--- config.mk ---
export PLATFORM = sky130hd
export DESIGN_NAME = ccff_loader
export DESIGN_NICKNAME = d
export VERILOG_FILES = /design/src/rtl/ccff_loader_pkg.sv /design/src/rtl/ccff_loader_shreg.sv /design/src/rtl/ccff_loader.sv
export SDC_FILE = /design/constraint.sdc
export NUM_CORES = 1
export LEC_CHECK = 0
export CAP_MARGIN = 5
export CORE_MARGIN = 3
export CORE_UTILIZATION = 55
export CTS_CLUSTER_SIZE = 14
export DETAILED_ROUTE_END_ITERATION = 8
export GPL_TIMING_DRIVEN = 0
export MAX_ROUTING_LAYER = met4
export PLACE_DENSITY = 0.75
export SLEW_MARGIN = 30
export SYNTH_ARGS = -nofsm -noshare
export SYNTH_HDL_FRONTEND = slang
export SYNTH_HIERARCHICAL = 1
export SYNTH_SLANG_ARGS = --single-unit
--- constraint.sdc ---
create_clock -name prog_clk -period 4.3 [get_ports prog_clk]
set_input_delay 1.29 -clock prog_clk [delete_from_list [all_inputs] [get_ports prog_clk]]
set_output_delay 1.29 -clock prog_clk [all_outputs]
set_load 0.1 [all_outputs]
--- src/rtl/ccff_loader_pkg.sv ---
// Purpose: shared types and defaults for the configuration-chain loader.
// Latency: n/a (declarations only).
// Backpressure: n/a.
package ccff_loader_pkg;

  // Default bitstream / readback word width; the chain length stays a
  // parameter of the loader itself because it is fabric-specific.
  localparam int DEF_WORD_W = 8;

  typedef enum logic [1:0] {
    ST_IDLE = 2'd0,
    ST_LOAD = 2'd1,
    ST_READ = 2'd2,
    ST_DONE = 2'd3
  } state_t;

endpackage

--- src/rtl/ccff_loader_shreg.sv ---
// Purpose: WORD_W parallel-load / serial-shift register (MSB leaves first, sin enters at LSB).
// Latency: load or shift takes effect on the next prog_clk rising edge.
// Backpressure: none; the owner decides when to load or shift.
//
// Ports: prog_clk/pReset clock and async active-low reset; load/load_val
// parallel load (wins over shift); shift/sin serial step; q full contents;
// msb the bit that would leave next.
module ccff_loader_shreg
  import ccff_loader_pkg::*;
#(
  parameter int WORD_W = DEF_WORD_W
) (
  input  logic              prog_clk,
  input  logic              pReset,
  input  logic              load,
  input  logic [WORD_W-1:0] load_val,
  input  logic              shift,
  input  logic              sin,
  output logic [WORD_W-1:0] q,
  output logic              msb
);

  always_ff @(posedge prog_clk or negedge pReset) begin
    if (!pReset) begin
      q <= '0;
    end else if (load) begin
      q <= load_val;
    end else if (shift) begin
      q <= (q << 1) | WORD_W'(sin);
    end
  end

  assign msb = q[WORD_W-1];

endmodule

--- src/rtl/ccff_loader.sv ---
// Purpose: loads a bitstream into a serial configuration chain, or reads it back nondestructively.
// Latency: a word accepted at cycle t drives ccff_head on shift cycles t+1..t+WORD_W; done one cycle after the last shift.
// Backpressure: cfg_ready is registered and only high when the bit buffer is empty; rb_valid has no backpressure.
//
// Ports: prog_clk, pReset (async active-low); start/readback request a pass
// from IDLE; cfg_data/cfg_valid/cfg_ready bitstream input; ccff_head,
// shift_en, ccff_tail chain interface; rb_data/rb_valid readback words;
// busy/done pass status.
module ccff_loader
  import ccff_loader_pkg::*;
#(
  parameter int CHAIN_LEN = 64,
  parameter int WORD_W    = DEF_WORD_W
) (
  input  logic              prog_clk,
  input  logic              pReset,
  input  logic              start,
  input  logic              readback,
  input  logic [WORD_W-1:0] cfg_data,
  input  logic              cfg_valid,
  output logic              cfg_ready,
  output logic              ccff_head,
  output logic              shift_en,
  input  logic              ccff_tail,
  output logic [WORD_W-1:0] rb_data,
  output logic              rb_valid,
  output logic              busy,
  output logic              done
);

  localparam int CW = $clog2(CHAIN_LEN + 1);
  localparam int PW = $clog2(WORD_W + 1);
  localparam logic [CW-1:0] CHAIN_C  = CW'(CHAIN_LEN);
  localparam logic [CW-1:0] LAST_BIT = CW'(CHAIN_LEN - 1);
  localparam logic [PW-1:0] W_FULL   = PW'(WORD_W);
  localparam logic [PW-1:0] W_LAST   = PW'(WORD_W - 1);
  localparam logic [31:0]   WORD_W_U = WORD_W;

  state_t            state, state_n;
  logic [CW-1:0]     cnt, cnt_n;         // shift cycles completed this pass
  logic [CW-1:0]     issued, issued_n;   // chain bits already handed to the serializer
  logic [PW-1:0]     pend, pend_n;       // bits still waiting behind the one on ccff_head
  logic [PW-1:0]     rcnt, rcnt_n;       // bits captured into the current readback word
  logic              head_q, head_n;
  logic              shift_en_n, cfg_ready_n, rb_valid_n, busy_n, done_n;
  logic [WORD_W-1:0] rb_data_n;

  logic [CW-1:0]     rem;
  logic [PW-1:0]     vb;                 // useful bits in the word being accepted
  logic [WORD_W-1:0] captured;

  logic              ser_load, ser_shift, ser_msb;
  logic [WORD_W-1:0] ser_word, ser_q_unused;
  logic              des_load, des_shift, des_msb_unused;
  logic [WORD_W-1:0] des_q;

  // The MSB goes straight to ccff_head on acceptance, so the serializer only
  // has to hold the bits behind it.
  assign ser_word = cfg_data << 1;

  ccff_loader_shreg #(.WORD_W(WORD_W)) u_ser (
    .prog_clk (prog_clk),
    .pReset   (pReset),
    .load     (ser_load),
    .load_val (ser_word),
    .shift    (ser_shift),
    .sin      (1'b0),
    .q        (ser_q_unused),
    .msb      (ser_msb)
  );

  ccff_loader_shreg #(.WORD_W(WORD_W)) u_des (
    .prog_clk (prog_clk),
    .pReset   (pReset),
    .load     (des_load),
    .load_val ({WORD_W{1'b0}}),
    .shift    (des_shift),
    .sin      (ccff_tail),
    .q        (des_q),
    .msb      (des_msb_unused)
  );

  // During readback the tail is looped straight back into the head so the
  // chain ends the pass holding exactly what it started with.
  assign ccff_head = (state == ST_READ) ? ccff_tail : head_q;

  always_ff @(posedge prog_clk or negedge pReset) begin
    if (!pReset) begin
      state     <= ST_IDLE;
      cnt       <= '0;
      issued    <= '0;
      pend      <= '0;
      rcnt      <= '0;
      head_q    <= 1'b0;
      shift_en  <= 1'b0;
      cfg_ready <= 1'b0;
      rb_valid  <= 1'b0;
      rb_data   <= '0;
      busy      <= 1'b0;
      done      <= 1'b0;
    end else begin
      state     <= state_n;
      cnt       <= cnt_n;
      issued    <= issued_n;
      pend      <= pend_n;
      rcnt      <= rcnt_n;
      head_q    <= head_n;
      shift_en  <= shift_en_n;
      cfg_ready <= cfg_ready_n;
      rb_valid  <= rb_valid_n;
      rb_data   <= rb_data_n;
      busy      <= busy_n;
      done      <= done_n;
    end
  end

  always_comb begin
    state_n    = state;
    cnt_n      = cnt;
    issued_n   = issued;
    pend_n     = pend;
    rcnt_n     = rcnt;
    head_n     = head_q;
    shift_en_n = 1'b0;
    rb_valid_n = 1'b0;
    rb_data_n  = rb_data;
    ser_load   = 1'b0;
    ser_shift  = 1'b0;
    des_load   = 1'b0;
    des_shift  = 1'b0;

    // Final word of a chain that is not a word multiple only carries its
    // top rem bits; the rest are never counted into pend.
    rem      = CHAIN_C - issued;
    vb       = (32'(rem) >= WORD_W_U) ? W_FULL : PW'(rem);
    captured = (des_q << 1) | WORD_W'(ccff_tail);

    case (state)
      ST_IDLE: begin
        if (start) begin
          cnt_n    = '0;
          issued_n = '0;
          pend_n   = '0;
          rcnt_n   = '0;
          if (readback) begin
            state_n    = ST_READ;
            shift_en_n = 1'b1;
            des_load   = 1'b1;
          end else begin
            state_n = ST_LOAD;
          end
        end
      end

      ST_LOAD: begin
        if (shift_en) begin
          cnt_n = cnt + CW'(1);
        end
        if (shift_en && (cnt == LAST_BIT)) begin
          state_n = ST_DONE;
        end else if (shift_en && (pend != '0)) begin
          head_n     = ser_msb;
          ser_shift  = 1'b1;
          pend_n     = pend - PW'(1);
          shift_en_n = 1'b1;
        end else if (cfg_valid && cfg_ready) begin
          // Accepting while the previous word's last bit shifts keeps the
          // chain moving with no bubble.
          head_n     = cfg_data[WORD_W-1];
          ser_load   = 1'b1;
          pend_n     = vb - PW'(1);
          issued_n   = issued + CW'(vb);
          shift_en_n = 1'b1;
        end
      end

      ST_READ: begin
        cnt_n     = cnt + CW'(1);
        des_shift = 1'b1;
        if (rcnt == W_LAST) begin
          rb_valid_n = 1'b1;
          rb_data_n  = captured;
          rcnt_n     = '0;
        end else begin
          rcnt_n = rcnt + PW'(1);
        end
        if (cnt == LAST_BIT) begin
          state_n = ST_DONE;
          if (rcnt != W_LAST) begin
            // Partial last word: left-justify the captured bits.
            rb_valid_n = 1'b1;
            rb_data_n  = captured << (W_LAST - rcnt);
          end
        end else begin
          shift_en_n = 1'b1;
        end
      end

      ST_DONE: begin
        state_n = ST_IDLE;
      end

      default: begin
        state_n = ST_IDLE;
      end
    endcase

    cfg_ready_n = (state_n == ST_LOAD) && (pend_n == '0) && (issued_n != CHAIN_C);
    busy_n      = (state_n != ST_IDLE);
    done_n      = (state_n == ST_DONE);
  end

endmodule

Word level (Yosys, flattened, before mapping)
Cells that the tools add are included.
Widths: inputs -> output; s select.
{"block": "word_totals", "in_bits": 14, "output_inout_bits": 14, "wordCells": 104, "reg_bits": 53}
{"block": "classes", "n_bitwise": 2, "add_sub_neg": 7, "n_reduce_logical": 17, "n_eq_ne": 11, "muxes": 51, "shift": 1, "order_cmp": 1}
{"op": "$mux 7", "count": 8}
{"op": "$mux 8", "count": 5}
{"op": "$mux 4", "count": 7}
{"op": "$mux 1", "count": 21}
{"op": "$pmux 7 s3", "count": 1}
{"op": "$pmux 4 s2", "count": 2}
{"op": "$pmux 7 s2", "count": 1}
{"op": "$reduce_bool 2->1", "count": 5}
{"op": "$mux 2", "count": 4}
{"op": "$or 8x1->8", "count": 1}
{"op": "$pmux 2 s4", "count": 1}
{"op": "$shl 8x4->8", "count": 1}
{"op": "$sub 4x1->4 const B", "count": 2}
{"op": "$add 7x1->7 const B", "count": 1}
{"op": "$add 7x4->7", "count": 1}
{"op": "$eq 7x6->1 const B", "count": 1}
{"op": "$ge 7x4->1 const B", "count": 1}
{"op": "$ne 7x7->1 const B", "count": 1}
{"op": "$sub 7x7->7 const A", "count": 1}
{"op": "$eq 2x2->1 const B", "count": 3}
{"op": "$reduce_and 3->1", "count": 2}
{"op": "$logic_and 1x1->1", "count": 5}
{"op": "$add 4x1->4 const B", "count": 1}
{"op": "$eq 2x1->1 const B", "count": 2}
{"op": "11 further kinds", "count": 12}

Longest topological paths before layout
Gate-level depths: netlist of the first run.
{"block": "depth", "word_depth": 11, "ltp_mapped": 17, "depth_no_buf": 15}

Modules after synthesis
The synthesis of the first run kept the hierarchy.
{"module": "ccff_loader", "area_per_inst_um2": 2660.1, "seq_area_each_um2": 950.9, "n_inst": 1, "cells_each": 319}
{"module": "ccff_loader_shreg", "area_per_inst_um2": 380.4, "seq_area_each_um2": 200.2, "n_inst": 2, "cells_each": 35}

Worst setup path after synthesis of the first run
OpenSTA, ideal clock, no wires.
{"block": "synth_timing", "path_type": "flip-flop to flip-flop", "from": "register issued[1]", "to": "register cfg_ready", "path_stages_with_launch": 17, "t_arrival_ps": 3105, "path_buffers": 2, "period_less_slack_ps": 3204, "setup_slack_ps": 1096, "setup_ps": 99, "required_time_ps": 4201, "cell_sequence": "dfrtp_1 -> clkbuf_1 -> inv_1 -> ha_1 -> buf_4 -> and4bb_4 -> o21ai_2 -> o21a_4 -> nand2b_1 -> ha_1 -> nand3_1 -> a21oi_1 -> o21ai_0 -> a21oi_1 -> o22ai_1 -> or4_1 -> a311oi_1"}
{"block": "synth_via", "elab_chain_cells": 11, "word_cells_on_any_way": 18, "classes_between": "3 x add/sub; 1 x order compare; 1 x eq/ne; 10 x mux; 3 x reduce/logical"}
{"element": "start, declared", "line_no": "ccff_loader.sv:41", "source": "logic [CW-1:0] issued, issued_n;"}
{"element": "start signal, assigned", "line_no": "ccff_loader.sv:104", "source": "issued <= issued_n;"}
{"element": "$sub 7x7->7 (*)", "line_no": "ccff_loader.sv:134", "source": "rem = CHAIN_C - issued;"}
{"element": "$ge 7x4->1", "line_no": "ccff_loader.sv:135", "source": "vb = (32'(rem) >= WORD_W_U) ? W_FULL : PW'(rem);"}
{"element": "$mux 4 (*)", "line_no": "ccff_loader.sv:135"}
{"element": "$sub 4x1->4 (*)", "line_no": "ccff_loader.sv:171", "source": "pend_n = vb - PW'(1);"}
{"element": "$mux 4 (*)", "line_no": "ccff_loader.sv:166", "source": "end else if (cfg_valid && cfg_ready) begin"}
{"element": "$mux 4 (*)", "line_no": "ccff_loader.sv:161", "source": "end else if (shift_en && (pend != '0)) begin"}
{"element": "$mux 4 (*)", "line_no": "ccff_loader.sv:159", "source": "if (shift_en && (cnt == LAST_BIT)) begin"}
{"element": "$pmux 4 s2 (*)", "line_no": "ccff_loader.sv:138", "source": "case (state)"}
{"element": "via pend_n[1]", "line_no": "ccff_loader.sv:42", "source": "logic [PW-1:0] pend, pend_n;"}
{"element": "$logic_not 4->1 (*)", "line_no": "ccff_loader.sv:208", "source": "cfg_ready_n = (state_n == ST_LOAD) && (pend_n == '0) && (issued_n != CHAIN_C);"}
{"element": "$logic_and 1x1->1 (*) (2 in series)", "line_no": "ccff_loader.sv:208"}
{"element": "via cfg_ready_n", "line_no": "ccff_loader.sv:45", "source": "logic shift_en_n, cfg_ready_n, rb_valid_n, busy_n, done_n;"}
{"element": "end signal, assigned", "line_no": "ccff_loader.sv:109", "source": "cfg_ready <= cfg_ready_n;"}
{"element": "end, declared", "line_no": "ccff_loader.sv:21", "source": "output logic cfg_ready,"}
The timed path passes the listed nets; every way through them passes the cells marked *.
A chain may end at the register's enable or synchronous reset.

Worst setup path after layout of the first run
{"block": "layout_timing", "from": "input ccff_tail", "to": "output ccff_head"}
{"block": "layout_via", "elab_chain_cells": 1}
{"element": "start, declared", "line_no": "ccff_loader.sv:24", "source": "input logic ccff_tail,"}
{"element": "$mux 1", "line_no": "ccff_loader.sv:85", "source": "assign ccff_head = (state == ST_READ) ? ccff_tail : head_q;"}
{"element": "end, declared", "line_no": "ccff_loader.sv:22", "source": "output logic ccff_head,"}
Every way passes these cells.

==> summary.txt, run 1 <==
STA
  • Final Slew Violations: 0
  • Hold Fails Final Rpt: 0
  • Clock Skew: 6.745 ps
  • RSZ-0062 raised after global routing: false
  • Final WS setup: about 43 ps
  • Min cycle time layout: 4257 ps
  • Final setup viols: 0
  • Worst-margin pin slew: 966.4 ps
  • Max frequency: 234.9 MHz
  • Slew margin rel.: between 30% and 40%
  • Period utilisation layout: 98.99%

Power
  • Pwr/cell area: 742.1 nW/um2
  • Total leakage power: 1.637 nW
  • Maximum VDD drop: 660.7 uV
  • Tot Pwr: approximately 2.9 mW

CTS
  • Reg clk slew, reported paths: approximately 100 ps
  • Worst-skew pair later-pin latency: between 300 and 400 ps
  • CTS Buf Count: 5
  • H-tree depth: 2
  • CTS Hold Bufs: 0
  • CTS Buffer Depth: 2
  • Clk sinks: 53
  • Root Buffer: clkbuf_8
  • CTS tree: built

GRT
  • Largest net degree at the start of global routing: 29
  • Overall routing resource usage: 23.58%
  • Initial antenna violation count: 0
  • Vias in the first global route: slightly below 3000
  • First-pass GRT wire length: 13440 um
  • Overflow after GRT: 0

Worst setup path
  • CP arrival: 2970 ps
  • Crit path required time: about 3000 ps
  • Crit Path Max Fanout: 6
  • Worst path slowest cell: clkdlybuf4s15_1
  • Slowest cell delay on critical path: 820 ps
  • Worst Setup End Kind: output port
  • Worst path cell trace: clkdlybuf4s50_1, mux2_2, clkdlybuf4s15_1
  • Crit path kind: primary input to output port
  • CP startpoint kind: primary input

Route
  • DR vias: 3016
  • DRT antenna net count: 0
  • Vias per cell: between 6 and 7
  • Initial DRC Count: about 130
  • Drt pass-1 iters: 6
  • WL/cell: 15.71 um
  • DRC: 0
  • Routed wire length: 7823 um

Layout
  • Commonest cells after routing, fill and taps aside: nand2_1 (53), dfrtp_1 (53), o21ai_0 (31)
  • ANT cells: 0
  • Synth-to-Final Area Change: 15.93%
  • Layout cells sized above 1: 9.859%
  • Filler cell count: 479
  • Final nets: approximately 450

Run status
  • Outcome: complete, no violations

Place
  • DP Worst Slack: -241.1 ps
  • Input/output buffers: 26
  • Final GP Congestion: 0.9563
  • Dpl hpwl: 5622 um

Hold path
  • Tightest Hold Check Type: register to register

Run
  • Max capacitance violation total: 0

Logic synthesis
  • Mapped cell area: 3362 um2
  • Avg Cell Area, Syn: 8.778 um2
  • Synthesized instance count: 383
  • Yosys warns: 6

Floorplan
  • Starting Density: 58.89%
  • I/O pins: 28
  • Row count: 27
  • CORE AREA: 5709 um2
  • Die footprint: ~7100 um2
  • Die W: 84.19 um
  • Die Ht: between 80 and 90 um
-- flip-flops by register name, indices dropped and copies added (netlist names), 2 cells and up --
register,cells
rb_data,8
pend,4
rcnt,4
u_des/q,7
u_ser/q,8
state,2
issued,7
cnt,7
-- metrics by stage --
stage / hold slack (ps) / utilization [%] / TNS, ps / cells / cell area (um2)
finish: 524.4 / 68.27 / 0 / 498 / 3897
global route: 563.7 / 68.27 / 0 / 498 / 3897
CTS: 532.2 / 68.24 / 0 / 498 / 3896
detailed placement: 511.3 / 65.86 / -241.1 / 490 / 3760
global placement: 490.5 / 65.55 / -243.6 / 489 / 3742
floorplan: 472.2 / - / 0 / 391 / 3392
-- area by class of cell --
class / count / area [um2] / share of cell area [%]
inverters: 21 / 78.83 / 2.022
clock inverters: 3 / 68.82 / 1.766
clock buffers: 5 / 68.82 / 1.766
plain buffers: 22 / 122.6 / 3.146
well taps: 72 / 90.09 / 2.311
flip-flops and latches: 53 / 1326 / 34.03
repair buffers: 27 / 277.8 / 7.127
multi-input cells: 295 / 1864 / 47.83
-- layer usage --
layer,GRT usage (%),wire (um),vias to the layer above
met4,7.602,116,0
met2,36.15,3619,113
met3,4.318,548,14
li1,-,-,1453
met1,31.76,3539,1436
met5,-,0,-
-- worst max-delay path, delay by kind of cell --
family / cells / cell delay [ps]
buffers and inverters: 2 / 1450
multiplexers: 1 / 230
-- report_power, final --
part / internal [mW] / leakage, nW / switching, mW
registers: 0.686 / 0.662 / 0.154
clock network: 0.234 / 0.0687 / 0.179
logic: 0.554 / 0.906 / 1.08
-- final timing paths --
| kind | startpoint | to | slack, ps | cells after the start |
|---|---|---|---|---|
| setup reg to reg | issued[1] | cfg_ready | 670 | 17 |
| max in group asynchronous | pReset | shift_en | 2960 | 2 |
| hold / removal | rb_data[6] | rb_data[6] | 520 | 2 |
| hold reg to reg | rb_data[6] | rb_data[6] | 520 | 2 |
| setup / recovery | ccff_tail | ccff_head | 40 | 3 |
| min in group asynchronous | pReset | u_des/q[5] | 870 | 1 |
-- repair_timing --
item / in CTS / in global routing
pin swaps: 0 / 0
resized for setup: 1 / 1
endpoints found under the setup margin: 1 / 1
buffers inserted: 0 / 0
Note: power is estimated with default switching activity, not from simulation.
==> run 2: changes to the inputs <==
--- a/config.mk
+++ b/config.mk
@@ -6,13 +6,16 @@
 export NUM_CORES = 1
 export LEC_CHECK = 0
 export CAP_MARGIN = 5
+export CELL_PAD_IN_SITES_DETAIL_PLACEMENT = 1
+export CELL_PAD_IN_SITES_GLOBAL_PLACEMENT = 2
+export CORE_ASPECT_RATIO = 0.7
 export CORE_MARGIN = 3
-export CORE_UTILIZATION = 55
+export CORE_UTILIZATION = 36
 export CTS_CLUSTER_SIZE = 14
 export DETAILED_ROUTE_END_ITERATION = 8
 export GPL_TIMING_DRIVEN = 0
 export MAX_ROUTING_LAYER = met4
-export PLACE_DENSITY = 0.75
+export PLACE_DENSITY = 0.79
 export SLEW_MARGIN = 30
 export SYNTH_ARGS = -nofsm -noshare
 export SYNTH_HDL_FRONTEND = slang
==> run 2 against run 1 <==
  * Global-route usage down 3.5 points
  * Hold slack worse by 19 ps
  * Core utilization down 22 points
  * Sequential share of layout area down 0.96 points
  * Critical path depth up 14
  * Non-clock buffer count unchanged
  * Via count down 0.27%
  * Clock power up 27%
  * Fmax up 7.7%
  * Wire length up 22%
  * Sequential power up 1%
  * First-iteration DRC count up 50%
  * Largest cell class unchanged
==> summary.txt, run 2 (synthesis gave the netlist of run 1 again) <==
Floorplan
  • Row count: 28
  • CORE AREA: 8758 um2
  • Die W: 121.5 um
  • Starting Density: 38.39%
  • Die Ht: 86.85 um
  • Die footprint: roughly 11000 um2
  • I/O pins: 28

Route
  • DRT antenna net count: 0
  • WL/cell: 17.47 um
  • Routed wire length: 9536 um
  • Initial DRC Count: between 150 and 200
  • DRC: 0
  • Drt pass-1 iters: 4
  • DR WL met2: roughly 4000 um
  • Met3 wire length: approximately 530 um
  • DR vias: 3008
  • Metal-1 WL: 4933 um
  • Vias per cell: 5.509
  • Top sig layer: met4

CTS
  • CTS Buf Count: 5
  • CTS tree: built
  • Clk sinks: 53
  • Root Buffer: clkbuf_16
  • Worst-skew pair later-pin latency: 300 ps
  • H-tree depth: 2
  • Post-CTS Setup Inserts: 0
  • CTS Buffer Depth: 2
  • CTS Hold Bufs: 0
  • Reg clk slew, reported paths: 70 ps

Layout
  • Largest regs: rb_data: 8 flops, u_ser/q: 8 flops
  • ANT cells: 0
  • Post-layout util: 45.79%
  • Finished Layout Cells: between 500 and 600
  • Final nets: 449
  • Filler cell count: 1032
  • Layout cells sized above 1: 10.33%
  • Commonest cells after routing, fill and taps aside: nand2_1 (53), dfrtp_1 (53), o21ai_0 (31)
  • Finished Cell Area: roughly 4000 um2
  • Synth-to-Final Area Change: 19.28%

STA
  • Final setup viols: 0
  • RSZ-0062 raised after global routing: false
  • Worst-margin pin slew: 973.7 ps
  • Min cycle time layout: 3951 ps
  • Final WS setup: 348.6 ps
  • Hold Fails Final Rpt: 0
  • Hold_ws: 505.9 ps
  • Clock Skew: 5.435 ps
  • Setup TNS: 0 ps
  • Max frequency: 253.1 MHz
  • Final Slew Violations: 0
  • Period utilisation layout: about nine tenths
  • Slew margin rel.: 34.89%

GRT
  • First-pass GRT wire length: 16460 um
  • Vias in the first global route: ~3200
  • Overall routing resource usage: 20.12%
  • Initial antenna violation count: 0
  • Largest net degree at the start of global routing: 33
  • Overflow after GRT: 0

Worst setup path
  • WP buf/inv: 3
  • Slowest cell delay on critical path: around 570 ps
  • Worst r2r src: issued[1]
  • Worst Setup End Kind: register
  • Worst path slowest cell: nor4bb_1
  • Crit Path Max Fanout: 8
  • Worst path cell trace: clkbuf_1, inv_1, ha_1, buf_4, and4bb_1, o21ai_2, o21a_4, nand2_1, nand2_1, ha_1, or2_2, o31a_1, nand4_1, nor2b_1, o2111ai_1, nor4bb_1, a311oi_1
  • CP arrival: 4100 ps
  • CP startpoint kind: register
  • Worst setup path startpoint: issued[1]
  • Crit path kind: register to register
  • CP top delay family: simple AND/OR/NAND/NOR gates
  • Crit path required time: 4450 ps

Power
  • Total leakage power: approximately 1.7 nW
  • Pwr/cell area: 763.5 nW/um2
  • Tot Pwr: 3.062 mW
  • Maximum VDD drop: 245.8 uV

Place
  • Dpl hpwl: just over 7000 um
  • Final GP Congestion: 0.8290
  • Placed cell areas: ~3800 um2
  • Input/output buffers: 26
  • Placed cells: 538
  • DP Worst Slack: -237.1 ps

Run status
  • Outcome: complete, no violations

Hold path
  • Tightest Hold Check Type: register to register
  • Min-delay src: rb_data[0]

Run
  • Max capacitance violation total: 0
[run 2: cell types whose count changed in the layout (fill, tap and decap cells not counted)]
cell / change
clkbuf_16: +5
clkbuf_8: -5
clkbuf_2: +1
clkdlybuf4s15_1: -1
clkinv_2: +1
inv_6: -1
nor3_1: -1
nor3_2: +1
[run 2: metal layers]
metal | up-vias | global-route usage (%)
met2 | 53 | 29.97
met3 | 10 | 3.766
li1 | 1461 | -
met4 | 0 | 3.967
met5 | - | -
met1 | 1484 | 28.80
[run 2: timing repair]
action                                 4_1_cts  5_1_grt
gates resized for setup                      2        1
gates cloned                                 0        0
setup endpoints to repair                    1        1
endpoints found under the hold margin        0        0
[run 2: cell type report]
type,count,area (um2),area share (%)
Buffer,22,122.6,3.058
Multi-Input combinational cell,295,1869,46.61
Inverter,21,78.83,1.966
Sequential cell,53,1326,33.07
Clock inverter,3,65.06,1.622
Timing Repair Buffer,27,272.8,6.802
Tap cell,120,150.1,3.744
Clock buffer,5,125.1,3.120
[run 2: where the power goes]
| group | internal [mW] | switching, mW |
|---|---|---|
| clock network | 0.333 | 0.191 |
| registers | 0.687 | 0.164 |
| logic | 0.553 | 1.13 |
[run 2: worst paths after layout]
check | end | slack [ps] | depth (start not counted)
worst max-delay path | cfg_ready | 350 | 17
worst min-delay path | rb_data[0] | 510 | 1
min in group asynchronous | u_des/q[6] | 880 | 1
worst min register to register | rb_data[0] | 510 | 1
max in group asynchronous | issued[0] | 2940 | 2
worst max register to register | cfg_ready | 350 | 17
[run 2: worst register-to-register path: stages (launching register included)]
cell,delay [ps]
dfrtp_1,320
clkbuf_1,330
inv_1,130
ha_1,200
buf_4,160
and4bb_1,220
o21ai_2,160
o21a_4,200
nand2_1,70
nand2_1,90
ha_1,230
or2_2,140
o31a_1,120
nand4_1,140
nor2b_1,350
o2111ai_1,180
nor4bb_1,570
a311oi_1,210
